==> src/rtl/demux1to2_l2.sv <==
// ---------------------------------------------------------------------------
// demux1to2_l2
//
// Purpose:
//   Receive-side L2 byte demultiplexer. Takes the single interleaved byte
//   stream running at clk_4f and splits it back into two lanes. Valid bytes
//   alternate lane 0, lane 1, lane 0, ... A lane-0 byte is parked until its
//   lane-1 partner arrives, and then both lanes are presented together for one
//   cycle. If the partner never shows up within TIMEOUT idle cycles, the lone
//   lane-0 byte is flushed on its own and pair_err pulses.
//
// Parameters:
//   WIDTH    data width of the input and of each lane
//   TIMEOUT  idle cycles in WAIT1 before a lone lane-0 byte is flushed
//            (0 disables the flush)
//   CNT_W    idle counter width; 2**CNT_W must exceed TIMEOUT
//
// Ports:
//   clk_4f      in   sole clock, rising edge
//   reset       in   synchronous, active-high reset
//   data_in     in   interleaved input byte
//   valid_in    in   data_in is valid this cycle
//   data_out0   out  lane 0 byte (holds when valid_out0 is low)
//   data_out1   out  lane 1 byte (holds when valid_out1 is low)
//   valid_out0  out  one-cycle pulse, data_out0 valid
//   valid_out1  out  one-cycle pulse, data_out1 valid
//   pair_err    out  one-cycle pulse, lone lane-0 byte flushed by timeout
//
// Optional feature (macro DEMUX_L2_STATS_EN):
//   pair_count  out  16-bit count of completed pairs, wraps
//   err_count   out  8-bit count of pair_err events, saturates at 0xFF
//
// All outputs are registered; there is no combinational input-to-output path.
// ---------------------------------------------------------------------------
module demux1to2_l2 #(
  parameter int unsigned WIDTH   = 8,
  parameter int unsigned TIMEOUT = 15,
  parameter int unsigned CNT_W   = 4
) (
  input  logic             clk_4f,
  input  logic             reset,
  input  logic [WIDTH-1:0] data_in,
  input  logic             valid_in,
  output logic [WIDTH-1:0] data_out0,
  output logic [WIDTH-1:0] data_out1,
  output logic             valid_out0,
  output logic             valid_out1,
  output logic             pair_err
`ifdef DEMUX_L2_STATS_EN
  ,
  output logic [15:0]      pair_count,
  output logic [7:0]       err_count
`endif
);

  typedef enum logic {
    WAIT0 = 1'b0,
    WAIT1 = 1'b1
  } state_t;

  state_t             state_q, state_d;
  logic [WIDTH-1:0]   hold0_q, hold0_d;
  logic [CNT_W-1:0]   idle_cnt_q, idle_cnt_d;
  logic [WIDTH-1:0]   data_out0_q, data_out0_d;
  logic [WIDTH-1:0]   data_out1_q, data_out1_d;
  logic               valid_out0_q, valid_out0_d;
  logic               valid_out1_q, valid_out1_d;
  logic               pair_err_q, pair_err_d;

  // The timeout fires on the idle cycle that would bring the count up to
  // TIMEOUT. A zero TIMEOUT disables it entirely, so the cast of TIMEOUT-1
  // is never relied upon in that case.
  logic timeout_hit;
  assign timeout_hit = (TIMEOUT != 0) &&
                       (idle_cnt_q == CNT_W'(TIMEOUT - 1));

  // State register plus every registered output; reset discards any parked
  // lane-0 byte without producing an output.
  always_ff @(posedge clk_4f) begin
    if (reset) begin
      state_q      <= WAIT0;
      hold0_q      <= '0;
      idle_cnt_q   <= '0;
      data_out0_q  <= '0;
      data_out1_q  <= '0;
      valid_out0_q <= 1'b0;
      valid_out1_q <= 1'b0;
      pair_err_q   <= 1'b0;
    end else begin
      state_q      <= state_d;
      hold0_q      <= hold0_d;
      idle_cnt_q   <= idle_cnt_d;
      data_out0_q  <= data_out0_d;
      data_out1_q  <= data_out1_d;
      valid_out0_q <= valid_out0_d;
      valid_out1_q <= valid_out1_d;
      pair_err_q   <= pair_err_d;
    end
  end

  // Next-state logic. In WAIT1 a valid byte always completes the pair, even
  // on the cycle the timeout would otherwise fire.
  always_comb begin
    state_d = state_q;
    case (state_q)
      WAIT0: begin
        if (valid_in) begin
          state_d = WAIT1;
        end
      end
      WAIT1: begin
        if (valid_in || timeout_hit) begin
          state_d = WAIT0;
        end
      end
      default: state_d = WAIT0;
    endcase
  end

  // Output and datapath next values. Data registers keep their last value
  // unless their lane is being presented; valids and pair_err default low so
  // they can only ever pulse for a single cycle.
  always_comb begin
    hold0_d      = hold0_q;
    idle_cnt_d   = idle_cnt_q;
    data_out0_d  = data_out0_q;
    data_out1_d  = data_out1_q;
    valid_out0_d = 1'b0;
    valid_out1_d = 1'b0;
    pair_err_d   = 1'b0;
    case (state_q)
      WAIT0: begin
        if (valid_in) begin
          hold0_d    = data_in;
          idle_cnt_d = '0;
        end
      end
      WAIT1: begin
        if (valid_in) begin
          data_out0_d  = hold0_q;
          data_out1_d  = data_in;
          valid_out0_d = 1'b1;
          valid_out1_d = 1'b1;
        end else begin
          idle_cnt_d = idle_cnt_q + CNT_W'(1);
          if (timeout_hit) begin
            data_out0_d  = hold0_q;
            valid_out0_d = 1'b1;
            pair_err_d   = 1'b1;
          end
        end
      end
      default: ;
    endcase
  end

  assign data_out0  = data_out0_q;
  assign data_out1  = data_out1_q;
  assign valid_out0 = valid_out0_q;
  assign valid_out1 = valid_out1_q;
  assign pair_err   = pair_err_q;

`ifdef DEMUX_L2_STATS_EN
  logic [15:0] pair_count_q, pair_count_d;
  logic [7:0]  err_count_q, err_count_d;

  // A completed pair is the only event that raises both valids together; a
  // flush raises valid_out0 alone together with pair_err.
  always_comb begin
    pair_count_d = pair_count_q;
    err_count_d  = err_count_q;
    if (valid_out0_d && valid_out1_d) begin
      pair_count_d = pair_count_q + 16'd1;
    end
    if (pair_err_d && (err_count_q != 8'hFF)) begin
      err_count_d = err_count_q + 8'd1;
    end
  end

  // Statistics registers, cleared alongside the rest of the block.
  always_ff @(posedge clk_4f) begin
    if (reset) begin
      pair_count_q <= '0;
      err_count_q  <= '0;
    end else begin
      pair_count_q <= pair_count_d;
      err_count_q  <= err_count_d;
    end
  end

  assign pair_count = pair_count_q;
  assign err_count  = err_count_q;
`endif

endmodule

==> config.mk <==
export PLATFORM = sky130hd
export DESIGN_NAME = demux1to2_l2
export DESIGN_NICKNAME = d
export VERILOG_FILES = /design/src/rtl/demux1to2_l2.sv
export SDC_FILE = /design/constraint.sdc
export NUM_CORES = 1
export LEC_CHECK = 0
export CAP_MARGIN = 20
export CORE_ASPECT_RATIO = 1.2
export CORE_MARGIN = 2
export CORE_UTILIZATION = 43
export DETAILED_ROUTE_END_ITERATION = 16
export PLACE_DENSITY = 0.83
export SYNTH_ARGS = -nofsm -noshare
export SYNTH_HDL_FRONTEND = slang
export SYNTH_SLANG_ARGS = --single-unit
==> constraint.sdc <==
create_clock -name clk_4f -period 1.6 [get_ports clk_4f]
set_clock_uncertainty 0.2 [all_clocks]
set_input_delay 0.24 -clock clk_4f [delete_from_list [all_inputs] [get_ports clk_4f]]
set_output_delay 0.24 -clock clk_4f [all_outputs]
set_load 0.005 [all_outputs]
Word-level counts from Yosys, hierarchy flattened
Index checks and enable logic that the tools add are counted.

word-level totals
  bits in registers = 32
  input bits = 11

cells by class
  muxes and demuxes = 10
  reduce and logical (&&, ||, !) cells = 8
  $add $sub $neg = 1
  equal/unequal tests = 3
  bitwise logic cells = 1

operator list
  operator                                     number
  two-way mux 8 bit                            2
  two-way mux 4 bit                            2
  one-hot mux 4 bit (2 select lines)           1
  AND reduction 2 bit                          4
  adder 4 x 1 -> 4 bit, second input constant  1
  == test 4 bit, second input constant         1
  two-way mux 1 bit                            4
  != test 2 bit, second input constant         2
  OR reduction 3 bit                           1
  one-hot mux 1 bit (2 select lines)           1
  nonzero test 2 bit                           1
  OR reduction 2 bit                           1
  logical OR 1 bit                             1
  NOT 1 bit                                    1

Depth between registers and ports, before layout
Gate-level depths: netlist of the first run.

  depth in word-level cells = 4
  depth in mapped cells = 6
  gate-level depth less buffers = 5

Least setup slack after synthesis of the first run
Ideal clock, no wire load.

  path kind = register to register
  from = reg state_q
  to = reg idle_cnt_q[2]
  cell stages (with the launch flop) = 5
  buffers on the path = 0
  library setup time = 0.071 ns
  arrival time = 1.454 ns
  period minus slack after synthesis = 1.725 ns
  required time = 1.329 ns
  path slack = -0.125 ns
  path through = dfxtp_1 -> inv_2 -> ha_1 -> or4b_1 -> a21oi_1

between the ends
  word-level cells in the longest chain between the ends = 3
  elaborated cells between the ends (all ways) = 5
  those cells by class = 2 x eq/ne; 1 x mux; 1 x bitwise; 1 x reduce/logical

RTL lines
  item                                  RTL line  source
  from (decl)                           61        state_t state_q, state_d;
  from (signal assigned)                90        state_q <= state_d;
  NOT 1 bit (no source line)            n/a
  != test 2 bit (no source line)        n/a
  AND reduction 2 bit (no source line)  n/a
  to (signal assigned)                  92        idle_cnt_q <= idle_cnt_d;
  to (decl)                             63        logic [CNT_W-1:0] idle_cnt_q, idle_cnt_d;

Several ways; a longest one is shown, not always the timed one.
A chain may end at the register's enable or synchronous reset.

Worst setup path after layout of the first run
  from = reg state_q
  to = reg idle_cnt_q[3]

Same word-level chain as after synthesis.

==> results of run 1 <==
==> power by group through the flow <==
stage          Combinational, mW  Clock, mW  Sequential, mW
6_report                   0.213      0.475           0.845
5_1_grt                    0.231      0.529           0.849
4_1_cts                    0.203      0.495           0.844
3_5_place_dp               0.210          0           0.861
3_3_place_gp               0.201          0           0.860
2_1_floorplan              0.103          0           0.862
==> state kept, by name (all words and copies together) (netlist names) <==
signal and count:
hold0_q 8, data_out0 8, pair_err 1, valid_out1 1
data_out1 8, valid_out0 1, idle_cnt_q 4, state_q 1
==> per-stage QoR <==
stage | area [sq um] | TNS [ns] | total power [mW] | setup slack [ns]
6_report | 1800 | 0 | 1.53 | 0.0336
5_1_grt | 1800 | -0.0129 | 1.61 | -0.0110
4_1_cts | 1740 | 0 | 1.54 | 0.00961
3_5_place_dp | 1670 | -3.78 | 1.07 | -0.323
3_3_place_gp | 1670 | -3.25 | 1.06 | -0.299
2_1_floorplan | 1280 | 0 | 0.965 | 0.0285
==> logic make-up after synthesis <==
logic type	count (synthesis)	synth area share, %
flops	32	50.6
buf+inv	9	2.97
simple gates	47	20.3
fa+ha+maj	4	3.96
compound gates	7	3.17
mux	24	19.0
==> layout make-up <==
class | instances | area [sq um] | area share, %
Inverter | 2 | 10.0 | 0.556
Clock inverter | 2 | 10.0 | 0.556
Tap cell | 34 | 42.5 | 2.36
Multi-Input combinational cell | 82 | 626 | 34.7
Timing Repair Buffer | 38 | 399 | 22.2
Clock buffer | 6 | 51.3 | 2.85
Sequential cell | 32 | 662 | 36.8
==> cell usage after synthesis, drive strengths merged <==
master and number:
or4b 1, nand2b 16, nor2 18, nand4b 1, o21a 1, nand2 1
nor4b 1, nor3 1, inv 2, or4 1, dfxtp 32, nor3b 2
nor2b 2, ha 4, and3 1, nand3 1, mux2i 24, clkbuf 4
o211ai 1, or3 1, a21oi 4, buf 3, o21ai 1
==> worst max-delay path, stage by stage (launching register included) <==
cell and delay (ns):
dfxtp_2 0.37, inv_4 0.06, ha_4 0.22, or4_1 0.50
a21oi_1 0.16
==> layout by cell type, fill, tap and decap left out, drive strengths merged, types with 3 or more instances in the layout <==
cell type and n:
dfxtp 32, clkdlybuf4s50 9, ha 4, a21oi 4, dlygate4sd2 17, nand2b 16, nor2 18, mux2i 24
clkbuf 7, dlymetal6s2s 3, buf 8
==> metal layers <==
layer	global-route usage, %	part of all wire [%]
met4	13.5	3.4
met2	27.6	52
met3	4.74	4.2
met5	0	0
met1	20.0	41
==> worst min path at each step <==
| stage | start | to | slack (ns) | cells past startpoint |
|---|---|---|---|---|
| 5_1_grt | valid_in | pair_err$_SDFF_PP0_ | 0.12 | 3 |
| 6_report | valid_in | pair_err$_SDFF_PP0_ | 0.11 | 3 |
| 2_1_floorplan | valid_in | pair_err$_SDFF_PP0_ | 0.12 | 1 |
| 3_5_place_dp | data_out0[4]$_SDFFE_PP0P_ | data_out0[4]$_SDFFE_PP0P_ | 0.26 | 2 |
| 4_1_cts | hold0_q[3]$_SDFFE_PP0P_ | data_out0[3]$_SDFFE_PP0P_ | 0.27 | 2 |
| 3_3_place_gp | data_out0[0]$_SDFFE_PP0P_ | data_out0[0]$_SDFFE_PP0P_ | 0.26 | 2 |
==> timing repair <==
action	4_1_cts	5_1_grt
hold buffers	0	0
gates cloned	0	1
gates resized for setup	31	13
pin swaps	0	3
endpoints found under the setup margin	17	10
setup buffers	1	0
==> results.py, run 1 <==
metrics = {
    "timing": {
        "min_period_over_period_pct": 97.9,
        "maxSlewHeadroom_pct": 81.2,
        "setup_viol": 0,
        "worst_pin_slew_ns": 0.279,
        "finalHoldViolations": 0,
        "slew_violations": 0,
        "timing.hold.ws_ns": 0.113,
        "fmax_mhz": 638,
        "fin_crit_ns": 1.57,
    },
    "worst_setup_path": {
        "worstRegToRegCells": 4,
        "critPathArrivalTime_ns": 1.64,
        "cp-start-kind": "register",
        "path_class": "register to register",
        "endpoint_kind": "register",
        "rr_startpoint": "state_q$_SDFF_PP0_",
        "r2r_end": "idle_cnt_q[3]$_SDFFE_PP0P_",
        "r2r_slack_ns": 0.03,
        "crit_start": "state_q$_SDFF_PP0_",
        "critPathMaxFanout": 6,
        "crit_required_ns": 1.67,
        "endpoint": "idle_cnt_q[3]$_SDFFE_PP0P_",
    },
    "grt": {
        "track_usage_pct": 17.8,
        "grt_pass1_wl_um": 4300,
        "grt_pass1_vias": 999,
        "globalRouteOverflowTotal": 0,
        "antenna_found_initial": 0,
        "grt_max_degree": 41,
    },
    "floorplanning": {
        "dieArea_sq_mm": 0.00339,
        "die_h_um": 63.4,
        "io_pins": 30,
        "die_x_um": 53.5,
        "initial_core_util_pct": 45.4,
        "core-area_sq_mm": 0.00279,
        "num_rows": 21,
    },
    "cells_and_area": {
        "nets": 176,
        "antenna_cells": 0,
        "fin_cells": 196,
        "areaGrowthSynthToFinish_pct": 42.3,
        "drive_above_1_share_pct": 25.9,
        "nFillCells": 246,
        "postLayoutCoreUtil_pct": 64.6,
    },
    "yosys": {
        "synth_top_area_cell": "dfxtp_1",
        "avgSynthCellArea_sq_um": 10.3,
        "ys_seq_area_share_pct": 50.6,
        "syn_inst": 123,
        "syn_nets": 138,
        "synth_area_sq_mm": 0.00126,
        "ys_ff_latch": 32,
        "ys_warn_count": 0,
        "ys_types": 24,
        "synthTopCellsByArea": "dfxtp_1, mux2i_1, nand2b_1, nor2_1, ha_1",
        "synth_top_area_share_pct": 50.6,
    },
    "place": {
        "gp_congestion": 0.697,
        "place_hpwl_um": 1720,
        "numPortBuffers": 29,
        "post-place-cells": 186,
    },
    "route": {
        "wl_um": 2540,
        "wl_per_cell_um": 12.9,
        "via_per_inst": 4.87,
        "drt_iter0_markers": 7,
        "drcViolationCount": 0,
        "drtPass1Iterations": 4,
        "via_count": 954,
        "ant_nets": 0,
    },
    "power_and_ir_drop": {
        "p_sw_uw": 373,
        "leakagePower_nw": 0.797,
        "combinationalPowerShare_pct": 13.9,
        "ir_drop_mv": 0.509,
        "internal_power_mw": 1.16,
        "power-per-cell-area_mw_per_mm2": 851,
        "power_frac_seq_pct": 55.1,
        "swShare_pct": 24.3,
        "pwr-share-clk_pct": 31.0,
    },
    "job": {
        "max-cap-violations": 0,
    },
    "clock_tree": {
        "clk_pin_slew_ns": 0.09,
        "cts_buffers": 5,
        "root_buffer": "clkbuf_4",
        "ctsHtreeMaxLevel": 2,
        "worst_skew_pair.late_latency_ns": 0.34,
        "cts_tree": "done",
        "clk_path_buf_depth": 2,
        "clock_sinks": 32,
    },
    "worst_hold_path": {
        "min-delay-path-class": "input port to register",
    },
    "status": {
        "status": "completed",
    },
}
(Power assumes the default switching activity.)
==> run 2, diff against run 1 <==
GPL_ROUTABILITY_DRIVEN = 0   (was not set)
==> results of run 2 <==
Same layout as run 1: the final DEF is identical, and so are final timing and power.
